<file path="config.mk">
export PLATFORM = sky130hd
export DESIGN_NAME = os_fault_seq_ctrl
export DESIGN_NICKNAME = d
export VERILOG_FILES = /design/src/rtl/os_fault_seq_ctrl_pkg.sv /design/src/rtl/os_fault_seq_ctrl_skew.sv /design/src/rtl/os_fault_seq_ctrl.sv
export SDC_FILE = /design/constraint.sdc
export NUM_CORES = 1
export LEC_CHECK = 0
export CAP_MARGIN = 20
export CORE_ASPECT_RATIO = 0.9
export CORE_MARGIN = 2
export CORE_UTILIZATION = 40
export DETAILED_ROUTE_END_ITERATION = 7
export PLACE_DENSITY_LB_ADDON = 0.05
export SYNTH_ARGS = -nofsm -noshare
export SYNTH_HDL_FRONTEND = slang
export SYNTH_SLANG_ARGS = --single-unit
</file>
<file path="constraint.sdc">
create_clock -name clk -period 9 [get_ports clk]
set_input_delay 1.8 -clock clk [delete_from_list [all_inputs] [get_ports clk]]
set_output_delay 1.8 -clock clk [all_outputs]
set_load 0.02 [all_outputs]
</file>
<file path="src/rtl/os_fault_seq_ctrl_pkg.sv">
// os_ctrl_pkg: state encoding and index helpers shared by
// the output-stationary fault sequencer and its skew generator.
package os_ctrl_pkg;

   typedef enum logic [1:0] {
      IDLE,
      FEED,
      DRAIN,
      DONE
   } os_state_e;

   function automatic int idx_w(input int n);
      return (n < 2) ? 1 : $clog2(n);
   endfunction

   function automatic int pe_idx(
      input int r,
      input int c,
      input int cols
   );
      return r * cols + c;
   endfunction

endpackage

</file>
<file path="src/rtl/os_fault_seq_ctrl_skew.sv">
// os_skew_gen: diagonal operand-valid skew for the PE array,
// row r / column c valid for k_len cycles starting at cycle r / c.
module os_skew_gen
   import os_ctrl_pkg::*;
#(
   parameter int ROWS  = 4,
   parameter int COLS  = 4,
   parameter int K_W   = 16,
   parameter int CYC_W = 16
) (
   input  logic             feed,
   input  logic [CYC_W-1:0] cyc,
   input  logic [K_W-1:0]   k_len,
   output logic [ROWS-1:0]  row_valid,
   output logic [COLS-1:0]  col_valid
);

   localparam int W = ((K_W > CYC_W) ? K_W : CYC_W) + 2;

   logic [W-1:0] cyc_x;
   logic [W-1:0] k_x;

   assign cyc_x = W'(cyc);
   assign k_x   = W'(k_len);

   always_comb begin
      row_valid = '0;
      col_valid = '0;
      for (int r = 0; r < ROWS; r++) begin
         row_valid[r] = feed
                      && (cyc_x >= W'(r))
                      && (cyc_x < W'(r) + k_x);
      end
      for (int c = 0; c < COLS; c++) begin
         col_valid[c] = feed
                      && (cyc_x >= W'(c))
                      && (cyc_x < W'(c) + k_x);
      end
   end

endmodule

</file>
<file path="src/rtl/os_fault_seq_ctrl.sv">
// os_fault_seq_ctrl: tile-pass sequencer with single-PE fault window.
// Optional FAULT_PERMANENT_EN adds a fault_perm (window to pass end).
module os_fault_seq_ctrl
   import os_ctrl_pkg::*;
#(
   parameter int D_W   = 8,
   parameter int ROWS  = 4,
   parameter int COLS  = 4,
   parameter int K_W   = 16,
   parameter int CYC_W = 16,
   localparam int RW   = idx_w(ROWS),
   localparam int CW   = idx_w(COLS)
) (
   input  logic                     clk,
   input  logic                     rst,
   input  logic                     start,
   input  logic [K_W-1:0]           k_len,
   input  logic                     fault_en,
   input  logic [RW-1:0]            fault_row,
   input  logic [CW-1:0]            fault_col,
   input  logic [D_W-1:0]           fault_val,
   input  logic [CYC_W-1:0]         fault_start,
   input  logic [CYC_W-1:0]         fault_dur,
`ifdef FAULT_PERMANENT_EN
   input  logic                     fault_perm,
`endif
   output logic                     init_o,
   output logic [ROWS-1:0]          row_valid,
   output logic [COLS-1:0]          col_valid,
   output logic                     drain_en,
   output logic [ROWS*COLS*D_W-1:0] fault_mask,
   output logic [CYC_W-1:0]         cyc,
   output logic                     busy,
   output logic                     done,
   output logic                     cfg_err
);

   localparam int LW = ((K_W > CYC_W) ? K_W : CYC_W) + 2;

   os_state_e state_q;
   os_state_e state_d;
   logic [CYC_W-1:0] cyc_d;

   logic [K_W-1:0]   k_q;
   logic             fen_q;
   logic [RW-1:0]    row_q;
   logic [CW-1:0]    col_q;
   logic [D_W-1:0]   val_q;
   logic [CYC_W-1:0] fs_q;
   logic [CYC_W-1:0] fd_q;
   logic             oor_q;
   logic             perm_q;

   logic [LW-1:0] len;
   logic          last_feed;
   logic          last_drain;
   logic          accept;

   assign accept     = (state_q == IDLE) && start;
   assign len        = LW'(k_q) + LW'(ROWS + COLS - 2);
   assign last_feed  = LW'(cyc) == len - LW'(1);
   assign last_drain = LW'(cyc) == len + LW'(COLS - 1);

   always_ff @(posedge clk or negedge rst) begin
      if (!rst) begin
         state_q <= IDLE;
         cyc     <= '0;
         k_q     <= '0;
         fen_q   <= 1'b0;
         row_q   <= '0;
         col_q   <= '0;
         val_q   <= '0;
         fs_q    <= '0;
         fd_q    <= '0;
         oor_q   <= 1'b0;
      end else begin
         state_q <= state_d;
         cyc     <= cyc_d;
         if (accept) begin
            k_q   <= k_len;
            fen_q <= fault_en;
            row_q <= fault_row;
            col_q <= fault_col;
            val_q <= fault_val;
            fs_q  <= fault_start;
            fd_q  <= fault_dur;
            oor_q <= (int'(fault_row) >= ROWS)
                  || (int'(fault_col) >= COLS);
         end
      end
   end

`ifdef FAULT_PERMANENT_EN
   always_ff @(posedge clk or negedge rst) begin
      if (!rst) begin
         perm_q <= 1'b0;
      end else if (accept) begin
         perm_q <= fault_perm;
      end
   end
`else
   assign perm_q = 1'b0;
`endif

   always_comb begin
      state_d = state_q;
      cyc_d   = cyc;
      unique case (state_q)
         IDLE: begin
            cyc_d = '0;
            if (start) begin
               state_d = (k_len == '0) ? DONE : FEED;
            end
         end
         FEED: begin
            cyc_d = cyc + CYC_W'(1);
            if (last_feed) begin
               state_d = DRAIN;
            end
         end
         DRAIN: begin
            cyc_d = cyc + CYC_W'(1);
            if (last_drain) begin
               state_d = DONE;
            end
         end
         DONE: begin
            state_d = IDLE;
            cyc_d   = '0;
         end
         default: begin
            state_d = IDLE;
            cyc_d   = '0;
         end
      endcase
   end

   // outputs are computed for the next cycle and registered
   logic            feed_d;
   logic [K_W-1:0]  k_sel;
   logic [ROWS-1:0] rv_d;
   logic [COLS-1:0] cv_d;
   logic            init_d;
   logic            drain_d;
   logic            busy_d;
   logic            done_d;
   logic            err_d;

   assign feed_d = (state_d == FEED);
   assign k_sel  = (state_q == IDLE) ? k_len : k_q;

   os_skew_gen #(
      .ROWS  (ROWS),
      .COLS  (COLS),
      .K_W   (K_W),
      .CYC_W (CYC_W)
   ) u_skew (
      .feed      (feed_d),
      .cyc       (cyc_d),
      .k_len     (k_sel),
      .row_valid (rv_d),
      .col_valid (cv_d)
   );

   always_comb begin
      init_d  = feed_d && (cyc_d == '0);
      drain_d = (state_d == DRAIN);
      busy_d  = (state_d != IDLE);
      done_d  = (state_d == DONE);
      err_d   = done_d && (state_q == DRAIN) && oor_q;
   end

   always_ff @(posedge clk or negedge rst) begin
      if (!rst) begin
         init_o    <= 1'b0;
         row_valid <= '0;
         col_valid <= '0;
         drain_en  <= 1'b0;
         busy      <= 1'b0;
         done      <= 1'b0;
         cfg_err   <= 1'b0;
      end else begin
         init_o    <= init_d;
         row_valid <= rv_d;
         col_valid <= cv_d;
         drain_en  <= drain_d;
         busy      <= busy_d;
         done      <= done_d;
         cfg_err   <= err_d;
      end
   end

   // window compare is one bit wider so start+dur never wraps
   logic [CYC_W:0] c_x;
   logic [CYC_W:0] fs_x;
   logic [CYC_W:0] fe_x;
   logic           in_win;
   logic           active;

   assign c_x    = {1'b0, cyc};
   assign fs_x   = {1'b0, fs_q};
   assign fe_x   = fs_x + {1'b0, fd_q};
   assign in_win = (c_x >= fs_x) && (perm_q || (c_x < fe_x));
   assign active = fen_q && !oor_q && (fd_q != '0)
                && ((state_q == FEED) || (state_q == DRAIN))
                && in_win;

   for (genvar r = 0; r < ROWS; r++) begin : g_row
      for (genvar c = 0; c < COLS; c++) begin : g_col
         assign fault_mask[pe_idx(r, c, COLS)*D_W +: D_W] =
            (active && (int'(row_q) == r) && (int'(col_q) == c))
            ? val_q : '0;
      end
   end

endmodule

</file>
==> summary.md <==
The flow ran to the end, and the final reports show no timing, DRC or antenna violations. The tools report the number of design-rule violations left by the first detailed-router iteration as 644. For the CTS H-tree depth, the log shows 3. The clock passes through at most 2 buffers. The floorplan step set the die height to 157 um. The library cells used most frequently in the layout, excluding fill and tap cells, are 218 x sky130_fd_sc_hd__clkdlybuf4s50_1, 188 x sky130_fd_sc_hd__nand2_1, 150 x sky130_fd_sc_hd__nor2_1. Summing internal, switching and leakage power gives 0.00390 W. The width of the die is 174 um. Summed over all nets, the half-perimeter wirelength after detailed placement is 26900 um.

The count of nets left with antenna violations once routing finished came out at 0. The number of clock buffers added by TritonCTS is 9. The tools report the number of hold buffers added after CTS as 0. After global routing the overflow that remains totals 0. The number of nets handed over by synthesis was 1495. The die covers 27300 um^2. Number of nets in the layout: 1655. The worst setup path is of the reg -> out kind. The detailed router placed 10.2k vias in this run.

The logs give 1 for the initial antenna violation count and 0 for the DRC violations left. The area of the mapped netlist was 10400 um^2. The worst hold path belongs to the class reg -> reg.

During I/O placement, the number of pins put on the boundary was 221. Row generation in the floorplan step produced 55 rows. In this run the tool buffered the top-level ports with 219 buffer cells. Summed over all cells, the static leakage comes to 5.25 nW. Relative to the synthesized area, the layout overhead comes to 25.7%. The smallest hold slack came out at 550 ps. Max-cap violations in this run came to 0. In this run the power density over the cells is 298 nW/um^2.

Setup repair after global routing left no endpoint under its margin. Once the clock tree was built, the setup fixing pass inserted 0 buffers. The tools report the post-cts resize count as 0. The worst setup timing slack at the placement stage was 1850 ps; the detailed-route wire length per cell was 19.2 um. At the later pin of the worst-skew pair, clock insertion delay measures 350 ps. The final hold violation count came out at 0. Yosys mapped a number of flops with a built-in enable equal to 0. Summing the sequential cell areas from Yosys gives 20.9% of the chip area.

The clock edge transition at the registers on the reported setup and hold paths is 80 ps. For the finished layout, the period the worst path requires is 7540 ps. Fraction of registers with async set or reset after synthesis: 100%. The run gives 0 as the final-report setup violation count. In this run the clock root is driven by a sky130_fd_sc_hd__clkbuf_16. The number of warnings reported in the yosys synthesis log was 0; the wire length of the first global-routing pass was 55300 um. The count of different cell masters after synthesis is 76, and the mean post-synth cell area is 7.93 um^2.

Counting every sink on the clock net gives 87. For the normalized max-slew margin, the log shows 31.4%. The synthesized design contains 87 register bits. In the synthesized netlist, the number of instances is 1310.

Across every metal layer, demand over resource in global routing totals 25.5%. Cells fill 51.6% of the core in the end. VDD sags by at most 133 uV.

Leaving out fill and tap cells, the most frequent cell in the layout is sky130_fd_sc_hd__clkdlybuf4s50_1. The largest driver fanout on the critical path is 40, and the final cycle utilization of the critical path is 83.8%. At the end of routability-driven placement, the weighted congestion stood at 0.868.

The logs give 3990 ps for the minimum setup slack among reg-to-reg paths and 0 for the max-slew violation count. Entering global routing, the biggest net connects 58 pins. Setup slack closes at 1460 ps.

The kind of launch point of the worst setup path is a flop. Pin slew with the least headroom to its limit: 1030 ps. The initial utilization of the core area, before any placement, comes to 41.0%. The setup TNS after final layout was 0 ps.

Top achievable clock speed: 0.133 GHz. Wires add up to 35000 um. The core region is 25300 um^2. The worst clock skew is 10.2 ps, and the via count of the first global-routing pass is 9750. The tools report the nature of the critical path endpoint as an output pin. Of the cells placed in the final design, the portion with a size suffix greater than 1 is 7.73%. The count of TritonRoute iterations in the first routing pass was 6.

The most used flip-flop cell after synthesis was sky130_fd_sc_hd__dfrtp_1. The average via count per standard cell came out at 5.58. STA puts the critical path data required time at 7200 ps. The worst endpoint data arrival time is 5740 ps. TritonCTS built the clock tree.
metal layers:
metal / GRT usage [%] / share of wire, %
met1: 36.7 / 47
met2: 40.6 / 45
met3: 3.29 / 6.2
met4: 6.08 / 1.7
met5: 0 / 0
synthesized netlist by cell type, types with 4 or more instances:
library cell	n	area, um^2
sky130_fd_sc_hd__or2_2	5	31.3
sky130_fd_sc_hd__nor2_1	150	563
sky130_fd_sc_hd__o31ai_1	5	37.5
sky130_fd_sc_hd__nor4_1	57	357
sky130_fd_sc_hd__clkbuf_1	56	210
sky130_fd_sc_hd__buf_2	11	55.1
sky130_fd_sc_hd__o21bai_1	10	75.1
sky130_fd_sc_hd__nor2b_1	19	119
sky130_fd_sc_hd__dfrtp_1	87	2180
sky130_fd_sc_hd__o21ai_0	19	95.1
sky130_fd_sc_hd__a21o_1	24	180
sky130_fd_sc_hd__mux2i_1	19	190
sky130_fd_sc_hd__inv_1	50	188
sky130_fd_sc_hd__nand2_1	189	709
sky130_fd_sc_hd__a31oi_1	7	43.8
sky130_fd_sc_hd__ha_1	120	1500
sky130_fd_sc_hd__mux2_2	61	687
sky130_fd_sc_hd__xnor2_1	79	692
sky130_fd_sc_hd__o41ai_1	4	35.0
sky130_fd_sc_hd__nand3_1	31	155
sky130_fd_sc_hd__o211ai_1	10	75.1
sky130_fd_sc_hd__buf_4	11	82.6
sky130_fd_sc_hd__o21a_1	12	90.1
sky130_fd_sc_hd__o2111ai_1	7	61.3
sky130_fd_sc_hd__a211o_1	4	35.0
sky130_fd_sc_hd__a21oi_1	40	200
sky130_fd_sc_hd__nand4_1	18	113
sky130_fd_sc_hd__nor3_1	28	140
sky130_fd_sc_hd__buf_1	5	18.8
sky130_fd_sc_hd__and3_1	9	56.3
sky130_fd_sc_hd__nand2b_1	19	119
sky130_fd_sc_hd__a211oi_1	9	67.6
sky130_fd_sc_hd__nand3b_1	4	30.0
sky130_fd_sc_hd__nand4b_1	6	52.6
sky130_fd_sc_hd__xor2_1	41	359
sky130_fd_sc_hd__or3_1	7	43.8
sky130_fd_sc_hd__and2_1	17	106
area by class of cell:
| cell class | count | area, um^2 |
|---|---|---|
| flip-flops and latches | 87 | 2180 |
| multi-input cells | 1087 | 7650 |
| repair buffers | 235 | 2320 |
| fillers | 2484 | 12300 |
| clock buffers | 9 | 225 |
| diodes | 1 | 2.50 |
| clock inverters | 7 | 76.3 |
| well taps | 342 | 428 |
| inverters | 50 | 188 |
path summary, 6_finish.rpt:
kind                       startpoint         endpoint  cells after the start
max                           fs_q[0]  fault_mask[119]                     21
max reg2reg                state_q[1]     col_valid[3]                     20
max in group asynchronous         rst           k_q[6]                      2
min in group asynchronous         rst          fs_q[6]                      1
min                          fs_q[13]         fs_q[13]                      1
min reg2reg                  fs_q[13]         fs_q[13]                      1
state kept, by name (all words and copies together) (netlist names):
register / cells
cyc: 16
fd_q: 16
fs_q: 16
k_q: 16
val_q: 8
col_valid: 4
col_q: 2
row_q: 2
state_q: 2
busy: 1
done: 1
drain_en: 1
fen_q: 1
init_o: 1
critical path, stage by stage (launching register included):
cell,delay (ps)
sky130_fd_sc_hd__dfrtp_1,400
sky130_fd_sc_hd__ha_1,230
sky130_fd_sc_hd__fa_1,410
sky130_fd_sc_hd__a21o_1,170
sky130_fd_sc_hd__a21oi_1,230
sky130_fd_sc_hd__o21bai_1,90
sky130_fd_sc_hd__a21oi_1,220
sky130_fd_sc_hd__o21bai_1,130
sky130_fd_sc_hd__o21a_1,220
sky130_fd_sc_hd__a21oi_1,150
sky130_fd_sc_hd__o21bai_1,90
sky130_fd_sc_hd__xnor2_1,130
sky130_fd_sc_hd__ha_1,290
sky130_fd_sc_hd__a211oi_1,280
sky130_fd_sc_hd__o211ai_1,160
sky130_fd_sc_hd__nor4_1,190
sky130_fd_sc_hd__o21ai_0,130
sky130_fd_sc_hd__o2111a_1,160
sky130_fd_sc_hd__or2_2,590
sky130_fd_sc_hd__buf_4,340
sky130_fd_sc_hd__nor2_1,160
sky130_fd_sc_hd__clkdlybuf4s50_1,630
cells by family after synthesis:
kind of cell	share of synthesized area (%)
and+or+nand+nor	26.3
xor gates and xnor gates	10.7
adders and majority gates	14.6
muxes	8.44
other	0.0361
buffers and inverters	5.66
AOI/OAI and AO/OA	13.3
DFF	20.9
power breakdown:
| part | switching [W] | leakage (nW) | internal (W) |
|---|---|---|---|
| clock | 0.000189 | 0.140 | 0.000196 |
| combinational | 0.00143 | 4.04 | 0.00113 |
| sequential | 0.000397 | 1.07 | 0.000549 |
| total | 0.00202 | 5.25 | 0.00188 |
metrics by stage:
step / std cells / cell area, um^2
final: 1818 / 13100
after CTS: 1815 / 13000
after floorplan: 1310 / 10400
after global placement: 1798 / 12700
after global routing: 1818 / 13100
after detailed placement: 1799 / 12700
Power figures use the tool's default switching activity.
